`config.mk`:
```
export PLATFORM = sky130hd
export DESIGN_NAME = uart_rx_fifo_flat
export DESIGN_NICKNAME = d
export VERILOG_FILES = /design/src/rtl/uart_rx_fifo_if.sv /design/src/rtl/uart_rx_fifo.sv /design/src/flat_wrapper.sv
export SDC_FILE = /design/constraint.sdc
export NUM_CORES = 1
export LEC_CHECK = 0
export BUFFER_PORTS_ARGS = -buffer_cell sky130_fd_sc_hd__buf_2
export CELL_PAD_IN_SITES_DETAIL_PLACEMENT = 2
export CELL_PAD_IN_SITES_GLOBAL_PLACEMENT = 2
export CORE_MARGIN = 5
export CORE_UTILIZATION = 44
export CTS_BUF_LIST = sky130_fd_sc_hd__clkbuf_4
export DETAILED_ROUTE_END_ITERATION = 8
export PLACE_DENSITY = 0.82
export SETUP_SLACK_MARGIN = 0.05
export SYNTH_ARGS = -nofsm -noshare
export SYNTH_HDL_FRONTEND = slang
export SYNTH_SLANG_ARGS = --single-unit
export TNS_END_PERCENT = 50
```
`constraint.sdc`:
```
create_clock -name clk -period 2.6 [get_ports clk]
set_input_delay 0.39 -clock clk [delete_from_list [all_inputs] [get_ports clk]]
set_output_delay 0.39 -clock clk [all_outputs]
set_load 0.01 [all_outputs]
```
`src/rtl/uart_rx_fifo_if.sv`:
```
// uart_rx_fifo_if
// Bundles the receive-side handshake (byte + ready), the CPU drain port
// (pop / dout / status) and the overrun flag of the UART receive FIFO.
//   master : the environment (UART receiver + GPIO/MMIO read path)
//   slave  : the FIFO itself
// Signals:
//   rx_byte       byte from the UART receiver
//   rx_byte_ready receiver ready; every 0->1 transition pushes rx_byte
//   pop           remove the head entry
//   dout          head entry (first-word-fall-through), valid while empty=0
//   empty / full  occupancy flags
//   count         number of entries, 0..DEPTH
//   overrun       sticky "byte dropped because full" flag
//   overrun_clr   clears overrun (a simultaneous set wins)
interface uart_rx_fifo_if #(
    parameter int DEPTH = 16
);
    localparam int CW = $clog2(DEPTH) + 1;

    logic [7:0]    rx_byte;
    logic          rx_byte_ready;
    logic          pop;
    logic [7:0]    dout;
    logic          empty;
    logic          full;
    logic [CW-1:0] count;
    logic          overrun;
    logic          overrun_clr;

    modport master (
        output rx_byte,
        output rx_byte_ready,
        output pop,
        output overrun_clr,
        input  dout,
        input  empty,
        input  full,
        input  count,
        input  overrun
    );

    modport slave (
        input  rx_byte,
        input  rx_byte_ready,
        input  pop,
        input  overrun_clr,
        output dout,
        output empty,
        output full,
        output count,
        output overrun
    );
endinterface

```
`src/rtl/uart_rx_fifo.sv`:
```
// uart_rx_fifo
// Receive buffer between the UART receiver and the GPIO/MMIO load path.
// Each rising edge of rx_byte_ready pushes rx_byte into a first-word-fall-
// through FIFO; the CPU drains it with pop. A byte arriving while the FIFO
// is full (and not being popped in the same cycle) is dropped and recorded
// in the sticky overrun flag.
// Ports:
//   clk  system clock, rising edge
//   rst  synchronous active-high reset
//   bus  uart_rx_fifo_if.slave (rx_byte, rx_byte_ready, pop, dout, empty,
//        full, count, overrun, overrun_clr)
module uart_rx_fifo #(
    parameter int DEPTH = 16
) (
    input  logic          clk,
    input  logic          rst,
    uart_rx_fifo_if.slave bus
);
    localparam int AW = $clog2(DEPTH);
    localparam int CW = AW + 1;

    logic          rdy_q;
    logic [AW-1:0] wp_q;
    logic [AW-1:0] wp_d;
    logic [AW-1:0] rp_q;
    logic [AW-1:0] rp_d;
    logic [CW-1:0] count_q;
    logic [CW-1:0] count_d;
    logic          overrun_q;
    logic          overrun_d;
    logic [7:0]    mem_q [DEPTH];

    logic          empty_s;
    logic          full_s;
    logic          push_req_s;
    logic          do_pop_s;
    logic          do_push_s;
    logic          drop_s;

    // Edge detect, push/pop qualification and next-state computation
    always_comb begin
        empty_s    = (count_q == CW'(0));
        full_s     = (count_q == CW'(DEPTH));
        push_req_s = bus.rx_byte_ready & ~rdy_q;
        do_pop_s   = bus.pop & ~empty_s;
        // A pop in the same cycle frees the slot, so a full FIFO still accepts
        do_push_s  = push_req_s & (~full_s | do_pop_s);
        drop_s     = push_req_s & full_s & ~do_pop_s;

        if (do_push_s) begin
            wp_d = wp_q + AW'(1);
        end else begin
            wp_d = wp_q;
        end

        if (do_pop_s) begin
            rp_d = rp_q + AW'(1);
        end else begin
            rp_d = rp_q;
        end

        count_d = count_q + CW'(do_push_s) - CW'(do_pop_s);

        // Set has priority over clear so a drop is never lost
        if (drop_s) begin
            overrun_d = 1'b1;
        end else if (bus.overrun_clr) begin
            overrun_d = 1'b0;
        end else begin
            overrun_d = overrun_q;
        end
    end

    // Control state: pointers, count, overrun and ready history
    always_ff @(posedge clk) begin
        if (rst) begin
            // Load the current level so a ready held high across reset
            // release is not seen as a new byte
            rdy_q     <= bus.rx_byte_ready;
            wp_q      <= '0;
            rp_q      <= '0;
            count_q   <= '0;
            overrun_q <= 1'b0;
        end else begin
            rdy_q     <= bus.rx_byte_ready;
            wp_q      <= wp_d;
            rp_q      <= rp_d;
            count_q   <= count_d;
            overrun_q <= overrun_d;
        end
    end

    // Byte storage; contents are intentionally not cleared by reset
    always_ff @(posedge clk) begin
        if (do_push_s && !rst) begin
            mem_q[wp_q] <= bus.rx_byte;
        end
    end

    assign bus.dout    = mem_q[rp_q];
    assign bus.empty   = empty_s;
    assign bus.full    = full_s;
    assign bus.count   = count_q;
    assign bus.overrun = overrun_q;

endmodule
```
`src/flat_wrapper.sv`:
```
// flat-port wrapper written by rule: the top's interface ports become plain ports
module uart_rx_fifo_flat 
#(
    parameter int DEPTH = 16
)
  (clk, rst, bus_rx_byte, bus_rx_byte_ready, bus_pop, bus_overrun_clr, bus_dout, bus_empty, bus_full, bus_count, bus_overrun);
  uart_rx_fifo_if #(.DEPTH(DEPTH)) bus_i ();
  input  logic clk;
  input  logic rst;
  input wire logic [$bits(bus_i.rx_byte)-1:0] bus_rx_byte;
  input wire logic [$bits(bus_i.rx_byte_ready)-1:0] bus_rx_byte_ready;
  input wire logic [$bits(bus_i.pop)-1:0] bus_pop;
  input wire logic [$bits(bus_i.overrun_clr)-1:0] bus_overrun_clr;
  output wire logic [$bits(bus_i.dout)-1:0] bus_dout;
  output wire logic [$bits(bus_i.empty)-1:0] bus_empty;
  output wire logic [$bits(bus_i.full)-1:0] bus_full;
  output wire logic [$bits(bus_i.count)-1:0] bus_count;
  output wire logic [$bits(bus_i.overrun)-1:0] bus_overrun;
  assign bus_i.rx_byte = bus_rx_byte;
  assign bus_i.rx_byte_ready = bus_rx_byte_ready;
  assign bus_i.pop = bus_pop;
  assign bus_i.overrun_clr = bus_overrun_clr;
  assign bus_dout = bus_i.dout;
  assign bus_empty = bus_i.empty;
  assign bus_full = bus_i.full;
  assign bus_count = bus_i.count;
  assign bus_overrun = bus_i.overrun;
  uart_rx_fifo #(.DEPTH(DEPTH)) u_core (.clk(clk), .rst(rst), .bus(bus_i));
endmodule
```
==> results.py, run 1 <==
metrics = {
    "clock_network": {
        "cts-root-buf": "clkbuf_4",
        "clkLatencyLatePin_ns": 0.55,
        "numCtsBuffers": 17,
        "cts.reportedPaths.clkPinSlew_ns": 0.11,
        "cts_tree": "yes",
        "cts_max_level": 4,
        "cts.sinks": 147,
        "clock_path_buffers": 2,
    },
    "die": {
        "die_area_mm2": 0.0158,
        "ios": 29,
        "die_x_um": 126,
        "initial_core_util_pct": 44.5,
        "die_y_um": 126,
        "row_count": 42,
        "coreArea_mm2": 0.0132,
    },
    "hold_path": {
        "holdCritPathClass": "in -> reg",
        "hold_path_end": "u_core.bus.overrun",
        "min_path_cells": 4,
        "worstHoldStart": "bus_overrun_clr",
    },
    "setup_path": {
        "cp.arrival_ns": 3.23,
        "critPathSlowestCell": "or4b_4",
        "crit_fanout": 2,
        "rrSetupSlack_ns": -0.15,
        "worstPathRequired_ns": 3.09,
        "path_buf_inv": 3,
        "r2r_start": "u_core.bus.count[2]",
        "regToRegEndpoint": "u_core.bus.count[4]",
        "cp_slowest_stage_delay_ns": 0.49,
        "critPathKind": "reg -> reg",
        "cp-start-kind": "register",
        "cpMostUsedCell": "ha_4",
        "rr_worst_depth": 13,
        "cp-end-kind": "register",
        "crit_family": "simple AND/OR/NAND/NOR gates",
        "cp_cell_sequence": "inv_2 -> ha_4 -> or4b_4 -> nand2_4 -> inv_4 -> ha_4 -> inv_2 -> ha_4 -> fa_2 -> a21oi_2 -> nor2_2 -> or3_4 -> a21oi_2",
    },
    "power_and_ir_drop": {
        "power_density_mw_per_mm2": 832,
        "peakVddDrop_v": 0.000481,
        "leakage_nw": 2.33,
    },
    "timing": {
        "timing.final.ws_setup_ns": -0.149,
        "setup_viol": 3,
        "min_period_over_period_pct": 106,
        "whs_ns": 0.191,
        "worst_pin_slew_ns": 0.876,
        "relSlewSlack_pct": 41.4,
        "min_period_ns": 2.75,
        "tns_ns": -0.172,
        "fmax_mhz": 364,
        "rsz0062_at_grt": "yes",
        "hold_violations": 0,
        "finalClockSkew_ns": 0.0174,
        "finalMaxSlewViolations": 0,
    },
    "yosys": {
        "synth-seq-area-share_pct": 71.9,
        "synth_area_mm2": 0.00587,
        "ys_types": 35,
        "yosys.area.top_type_share_pct": 65.5,
        "synth_area_leaders": "edfxtp_1, mux4_2, dfxtp_1",
        "synth.most_common_cell": "edfxtp_1",
        "synth_edf_count": 128,
        "synth.largest_area_cell": "edfxtp_1",
        "ys_ff_latch": 147,
        "synthCells": 318,
        "avgSynthCellArea_um2": 18.5,
        "synth_flop_cell": "edfxtp_1",
        "async_reset_ff_share_pct": 0,
        "synth_common_cells": "edfxtp_1, nor2_1, dfxtp_1",
        "synthesis.nets": 343,
        "synth_warnings": 0,
    },
    "run_status": {
        "status": "finished, violations left",
        "failed_checks": "setup timing",
    },
    "global_routing": {
        "grt_pass1_vias": 3642,
        "antenna_found_initial": 1,
        "grt_max_degree": 19,
        "grtUsageTotal_pct": 21.3,
        "grt_pass1_wl_mm": 23.7,
        "overflow": 0,
    },
    "place": {
        "dpl.hpwl_mm": 10.5,
        "gp_congestion": 0.747,
        "dp.cells": 541,
        "placedInstanceArea_mm2": 0.00640,
        "portBuffers": 28,
    },
    "detailed_routing": {
        "firstDrtPassIters": 4,
        "ant_nets": 0,
        "drt-wirelength-per-cell_um": 27.6,
        "vias": 3238,
        "drt_iter0_markers": 245,
        "wirelength_mm": 16.1,
        "drcViolationCount": 0,
        "vias_per_cell": 5.54,
    },
    "cells_and_area": {
        "design_area_mm2": 0.00683,
        "drive_above_1_share_pct": 38.2,
        "fin_cells": 584,
        "nNetsFinal": 419,
        "syn_to_final_growth_pct": 16.2,
    },
    "flow_run": {
        "drv_cap": 0,
    },
}
## worst reg2reg max path: cells and delay by family (launching register included)
family / cells / cell delay, ns
buffers and inverters: 3 / 0.16
AOI/OAI and AO/OA: 2 / 0.27
DFF: 1 / 0.35
and+or+nand+nor: 4 / 1.02
adders and majority gates: 4 / 0.92
## area by class of cell
class | instances | area [um2]
Clock buffer | 22 | 165
Fill cell | 1191 | 6360
Inverter | 12 | 47.5
Antenna cell | 2 | 5.00
Clock inverter | 9 | 41.3
Sequential cell | 147 | 4230
Multi-Input combinational cell | 146 | 1590
Tap cell | 176 | 220
Timing Repair Buffer | 70 | 528
## registers in the layout (all words and copies together) (netlist names), named ones only
register / cells
u_core.bus.count: 5
u_core.bus.overrun: 1
u_core.mem_q: 128
u_core.rdy_q: 1
u_core.rp_q: 4
u_core.wp_q: 4
## worst max-delay path by stage
stage	endpoint	depth (start not counted)	slack [ns]	start
finish	u_core.bus.count[4]	13	-0.15	u_core.bus.count[2]
CTS	u_core.bus.count[4]	13	-0.12	u_core.bus.count[3]
floorplan	u_core.bus.count[4]	13	-0.05	u_core.bus.count[2]
detailed placement	u_core.bus.count[4]	13	-0.18	u_core.bus.count[2]
global route	u_core.bus.count[4]	13	-0.23	u_core.bus.count[2]
global placement	u_core.bus.count[4]	13	-0.05	u_core.bus.count[2]
## logic make-up (layout without fill, tap and decap cells)
logic type	count (synthesis)	in the layout	synth area share (%)
flip-flops	147	147	71.9
buffers and inverters	25	113	2.41
adder cells (fa/ha/maj)	12	12	2.68
other	0	2	0
multiplexers	34	34	13.5
XOR/XNOR	8	8	1.19
AO/OA/AOI/OAI	26	26	3.11
AND/OR/NAND/NOR	66	66	5.14
## per-layer routing
metal | vias to the layer above | wire length [um] | global-route usage (%)
li1 | 1402 | - | -
met2 | 109 | 8640 | 36.9
met5 | - | 0 | 0
met1 | 1695 | 6310 | 25.6
met3 | 32 | 724 | 4.95
met4 | 0 | 471 | 8.67
## timing repair
action | CTS | global route
endpoints found under the hold margin | 1 | 0
buffers inserted | 4 | 2
pin swaps | 19 | 10
endpoints found under the setup margin | 9 | 10
hold buffers | 1 | 0
cloned | 2 | 1
gates resized for setup | 34 | 3
## cells in the final DEF, fill, tap and decap left out, types with 4 or more instances in the layout
cell and n:
ha_1 8, clkbuf_4 22, mux4_2 29, edfxtp_1 128, xor2_1 5, a22oi_1 4
clkinv_1 5, buf_4 37, nand2_1 17, nor2b_1 6, buf_2 28, a22oi_2 12
dfxtp_1 16, nor2_1 29, inv_1 8
## stage by stage
stage	setup WS [ns]	power [mW]	utilization (%)
after global placement	-0.0455	4.08	48.5
final	-0.149	5.68	51.7
after floorplan	-0.0511	3.66	-
after detailed placement	-0.179	4.17	48.5
after CTS	-0.117	5.59	51.3
after global routing	-0.229	5.95	51.7
## power by group
part	switching, mW	total (mW)	internal [mW]
combinational	0.860	1.80	0.942
sequential	0.0802	2.72	2.64
clock	0.755	1.16	0.405
Power figures use the tool's default switching activity.
==> run 2, diff against run 1 <==
==> constraint.sdc (replaced) <==
create_clock -name clk -period 2.2 [get_ports clk]
set_input_delay 0.33 -clock clk [delete_from_list [all_inputs] [get_ports clk]]
set_output_delay 0.33 -clock clk [all_outputs]
set_load 0.01 [all_outputs]
==> run 2 against run 1 <==
The flow still finishes with violations (setup timing). First-iteration DRC count rose by 60%. Sequential share of layout area fell by 4.3 points. Total power rose by 36%. Critical path depth did not move. Clock skew barely moved. Largest power group unchanged. Highest routed layer unchanged.
==> results.py, run 2 (synthesized netlist as in run 1, its figures left out) <==
metrics = {
    "run_status": {
        "status": "finished, violations left",
        "failed_checks": "setup timing",
    },
    "setup_path": {
        "critPathSlowestCell": "or4b_4",
        "cp_slowest_stage_delay_ns": 0.48,
        "cpMostUsedCell": "ha_4",
        "crit_fanout": 2,
        "cp.arrival_ns": 3.33,
        "worstPathRequired_ns": 2.71,
        "rr_worst_depth": 13,
        "cp-start-kind": "register",
        "cp-end-kind": "register",
        "cp_cell_sequence": "inv_2 -> ha_4 -> or4b_4 -> nand2_4 -> inv_4 -> ha_4 -> inv_4 -> ha_4 -> fa_2 -> a21oi_2 -> nor2_2 -> or3_1 -> a21oi_2",
        "critPathKind": "reg -> reg",
    },
    "clock_network": {
        "numCtsBuffers": 17,
        "cts_tree": "yes",
        "clkLatencyLatePin_ns": 0.58,
        "cts-root-buf": "clkbuf_4",
        "cts.reportedPaths.clkPinSlew_ns": 0.12,
        "cts_max_level": 4,
        "cts.sinks": 147,
        "clock_path_buffers": 2,
    },
    "timing": {
        "setup_viol": 56,
        "timing.final.ws_setup_ns": -0.623,
        "whs_ns": 0.0886,
        "rsz0062_at_grt": "yes",
        "relSlewSlack_pct": 51.1,
        "min_period_over_period_pct": 128,
        "min_period_ns": 2.82,
        "finalMaxSlewViolations": 0,
        "tns_ns": -6.97,
        "hold_violations": 0,
        "finalClockSkew_ns": 0.0171,
        "fmax_mhz": 354,
        "worst_pin_slew_ns": 0.730,
    },
    "detailed_routing": {
        "firstDrtPassIters": 5,
        "drt_iter0_markers": 392,
        "vias_per_cell": 5.54,
        "ant_nets": 0,
        "drcViolationCount": 0,
        "wirelength_mm": 17.8,
        "drt-wirelength-per-cell_um": 29.4,
        "vias": 3360,
    },
    "hold_path": {
        "holdCritPathClass": "in -> reg",
        "min_path_cells": 4,
    },
    "global_routing": {
        "overflow": 0,
        "antenna_found_initial": 1,
        "grt_max_degree": 33,
        "grt_pass1_wl_mm": 26.1,
        "grt_pass1_vias": 3735,
        "grtUsageTotal_pct": 23.3,
    },
    "die": {
        "coreArea_mm2": 0.0132,
        "ios": 29,
        "die_area_mm2": 0.0158,
        "die_y_um": 126,
        "row_count": 42,
        "die_x_um": 126,
        "initial_core_util_pct": 44.5,
    },
    "cells_and_area": {
        "nNetsFinal": 441,
        "largest_register_ffs": 128,
        "syn_to_final_growth_pct": 25.0,
        "layout_common_cells": "edfxtp_1, mux4_2, buf_4",
        "largest-register": "u_core.mem_q",
        "drive_above_1_share_pct": 49.0,
        "layout_commonest_cell": "edfxtp_1",
    },
    "power_and_ir_drop": {
        "leakage_nw": 2.50,
        "peakVddDrop_v": 0.000579,
        "power_density_mw_per_mm2": 1050,
    },
    "place": {
        "place_ws_ns": -0.584,
        "dpl.hpwl_mm": 10.2,
        "gp_congestion": 0.730,
        "portBuffers": 28,
    },
    "flow_run": {
        "drv_cap": 0,
    },
}
run 2: changes by cell type in the layout (fill, tap and decap cells not counted), sizes merged:
cell	previous run	this run
buf	68	91
bufinv	0	3
diode	2	1
clkinvlp	1	3
clkbuf	23	18
run 2: power by group:
group          leakage, nW  switching (mW)  internal, mW
clock network        0.158            1.03         0.792
logic                 1.03            1.21          1.48
registers             1.31          0.0788          3.11
total                 2.50            2.32          5.38
run 2: per-layer routing:
| metal | part of all wire [%] | vias up | routed length, um | global-route usage (%) |
|---|---|---|---|---|
| met3 | 4.4 | 25 | 788 | 4.52 |
| met1 | 39 | 1778 | 6900 | 28.3 |
| met5 | 0 | - | 0 | 0 |
| li1 | - | 1441 | - | - |
| met2 | 55 | 116 | 9790 | 41.2 |
| met4 | 1.8 | 0 | 320 | 9.18 |
run 2: repair_timing:
action | 4_1_cts | 5_1_grt
cloned | 1 | 0
hold endpoints to repair | 1 | 0
buffers inserted | 21 | 14
endpoints found under the setup margin | 142 | 78
pin swaps | 33 | 26
resized for setup | 75 | 35
hold buffers | 1 | 0
run 2: worst paths after layout:
path | from | to | slack, ns
worst max register to register | u_core.bus.count[2] | u_core.bus.count[4] | -0.62
worst min-delay path | bus_overrun_clr | u_core.bus.overrun | 0.09
worst min register to register | u_core.rp_q[1] | u_core.rp_q[1] | 0.60
worst max-delay path | u_core.bus.count[2] | u_core.bus.count[4] | -0.62
run 2: cell type report:
| type | instances | area, um2 |
|---|---|---|
| repair buffers | 92 | 793 |
| well taps | 176 | 220 |
| diodes | 1 | 2.50 |
| fillers | 1154 | 5850 |
| inverters | 12 | 50.0 |
| flip-flops and latches | 147 | 4230 |
| clock buffers | 18 | 135 |
| multi-input cells | 146 | 1740 |
| clock inverters | 14 | 164 |
run 2: through the flow:
stage          cell area [um2]  utilization (%)  power (mW)  cells
2_1_floorplan             5890                -        4.34    318
4_1_cts                   7140             54.1        7.47    593
3_5_place_dp              6410             48.6        4.99    538
3_3_place_gp              6410             48.6        4.87    538
5_1_grt                   7340             55.6        8.06    606
6_report                  7340             55.6        7.71    606
run 2: critical path: cells and delay by family, from the launching register on:
family / cells / cell delay, ns
compound gates: 2 / 0.33
fa+ha+maj: 4 / 0.94
buf+inv: 3 / 0.15
flops: 1 / 0.35
simple gates: 4 / 1.00
==> run 3, diff against run 2 <==
--- a/config.mk
+++ b/config.mk
@@ -13,6 +13,7 @@
 export CTS_BUF_LIST = sky130_fd_sc_hd__clkbuf_4
 export DETAILED_ROUTE_END_ITERATION = 8
 export PLACE_DENSITY = 0.82
+export RECOVER_POWER = 50
 export SETUP_SLACK_MARGIN = 0.05
 export SYNTH_ARGS = -nofsm -noshare
 export SYNTH_HDL_FRONTEND = slang
==> run 3 against run 2 <==
The flow still finishes with violations (setup timing). Sequential share of layout area increased by 0.069 points. Maximum frequency about the same. Register-to-register slack about the same. First-iteration DRC count unchanged. Worst hold slack improved by 0.0049 ns. Flip-flop and latch count unchanged. Final cell count unchanged. Core utilization decreased by 0.066 points. Critical endpoint unchanged.
==> results.py, run 3 (synthesized netlist as in run 1, its figures left out) <==
metrics = {
    "die": {
        "die_area_mm2": 0.0158,
        "ios": 29,
        "coreArea_mm2": 0.0132,
        "die_x_um": 126,
        "row_count": 42,
        "die_y_um": 126,
        "initial_core_util_pct": 44.5,
    },
    "power_and_ir_drop": {
        "leakage_nw": 2.48,
        "peakVddDrop_v": 0.000578,
        "total_power_mw": 7.69,
        "power_density_mw_per_mm2": 1050,
    },
    "setup_path": {
        "worstPathRequired_ns": 2.70,
        "cp-end-kind": "register",
        "cp_slowest_stage_delay_ns": 0.48,
        "cp.arrival_ns": 3.33,
        "cp_cell_sequence": "inv_2 -> ha_4 -> or4b_4 -> nand2_4 -> inv_4 -> ha_4 -> inv_4 -> ha_4 -> fa_2 -> a21oi_2 -> nor2_2 -> or3_1 -> a21oi_2",
        "cp-start-kind": "register",
        "cpMostUsedCell": "ha_4",
        "critPathSlowestCell": "or4b_4",
        "critPathKind": "reg -> reg",
        "crit_fanout": 2,
    },
    "place": {
        "dpl.hpwl_mm": 10.2,
        "place_ws_ns": -0.584,
        "gp_congestion": 0.730,
        "portBuffers": 28,
    },
    "clock_network": {
        "cts_max_level": 4,
        "cts.sinks": 147,
        "clkLatencyLatePin_ns": 0.58,
        "cts_tree": "yes",
        "cts.reportedPaths.clkPinSlew_ns": 0.12,
        "cts-root-buf": "clkbuf_4",
        "numCtsBuffers": 17,
        "clock_path_buffers": 2,
    },
    "timing": {
        "timing.final.ws_setup_ns": -0.623,
        "tns_ns": -6.45,
        "rsz0062_at_grt": "yes",
        "finalClockSkew_ns": 0.0191,
        "whs_ns": 0.0935,
        "relSlewSlack_pct": 48.3,
        "worst_pin_slew_ns": 0.776,
        "finalMaxSlewViolations": 0,
        "hold_violations": 0,
        "min_period_over_period_pct": 128,
        "min_period_ns": 2.82,
        "fmax_mhz": 354,
        "setup_viol": 55,
    },
    "detailed_routing": {
        "drt_iter0_markers": 392,
        "vias_per_cell": 5.53,
        "vias": 3353,
        "ant_nets": 0,
        "firstDrtPassIters": 5,
        "drt-wirelength-per-cell_um": 29.3,
        "wirelength_mm": 17.8,
        "drcViolationCount": 0,
    },
    "global_routing": {
        "grt_pass1_wl_mm": 26.1,
        "grt_max_degree": 33,
        "grt_pass1_vias": 3735,
        "grtUsageTotal_pct": 23.3,
        "overflow": 0,
        "antenna_found_initial": 1,
    },
    "run_status": {
        "status": "finished, violations left",
        "failed_checks": "setup timing",
    },
    "cells_and_area": {
        "layout_common_cells": "edfxtp_1, mux4_2, buf_4",
        "syn_to_final_growth_pct": 24.8,
        "largest_register_ffs": 128,
        "final_util_pct": 55.6,
        "layout_commonest_cell": "edfxtp_1",
        "drive_above_1_share_pct": 47.3,
        "largest-register": "u_core.mem_q",
        "nNetsFinal": 441,
    },
    "flow_run": {
        "drv_cap": 0,
    },
    "hold_path": {
        "holdCritPathClass": "in -> reg",
    },
}
==> run 3: changes by cell type in the layout (fill, tap and decap cells not counted) <==
cell,change
buf_2,-7
clkbuf_1,+7
==> run 3: report_power, final <==
group          switching [mW]  internal [mW]  total, mW
sequential             0.0790           3.12       3.19
combinational            1.21           1.47       2.68
clock                    1.03          0.792       1.82
total                    2.31           5.38       7.69
==> run 3: final timing paths <==
kind,start,end,slack [ns],cells after the start
worst max-delay path,u_core.bus.count[2],u_core.bus.count[4],-0.62,13
worst min-delay path,bus_overrun_clr,u_core.bus.overrun,0.09,4
worst max register to register,u_core.bus.count[2],u_core.bus.count[4],-0.62,13
worst min register to register,u_core.rp_q[1],u_core.rp_q[1],0.61,2
==> run 3: layout make-up <==
class	instances	area, um2
Tap cell	176	220
Antenna cell	1	2.50
Multi-Input combinational cell	146	1740
Clock inverter	14	164
Inverter	12	50.0
Timing Repair Buffer	92	785
Sequential cell	147	4230
Clock buffer	18	135
Fill cell	1157	5860
==> run 3: critical path: cells and delay by family, from the launching register on <==
| family | cells | cell delay (ns) |
|---|---|---|
| simple gates | 4 | 1.00 |
| fa+ha+maj | 4 | 0.94 |
| compound gates | 2 | 0.33 |
| flops | 1 | 0.35 |
| buf+inv | 3 | 0.15 |
==> run 3: per-stage QoR <==
step           area [um2]  instances
2_1_floorplan        5890        318
3_5_place_dp         6410        538
3_3_place_gp         6410        538
6_report             7330        606
4_1_cts              7140        593
5_1_grt              7330        606
==> run 3: routing by layer <==
| layer | up-vias | track usage, % | share of wire, % |
|---|---|---|---|
| met5 | - | 0 | 0 |
| met4 | 0 | 9.18 | 2.0 |
| met3 | 27 | 4.52 | 4.4 |
| met2 | 121 | 41.2 | 55 |
| met1 | 1764 | 28.3 | 38 |
| li1 | 1441 | - | - |
==> run 3: what timing repair did <==
| action | in CTS | in global routing |
|---|---|---|
| setup endpoints to repair | 142 | 78 |
| pin swaps | 33 | 26 |
| endpoints found under the hold margin | 1 | 0 |
| resized for setup | 75 | 35 |
| setup buffers | 21 | 14 |
| gates cloned | 1 | 0 |
| hold buffers | 1 | 0 |
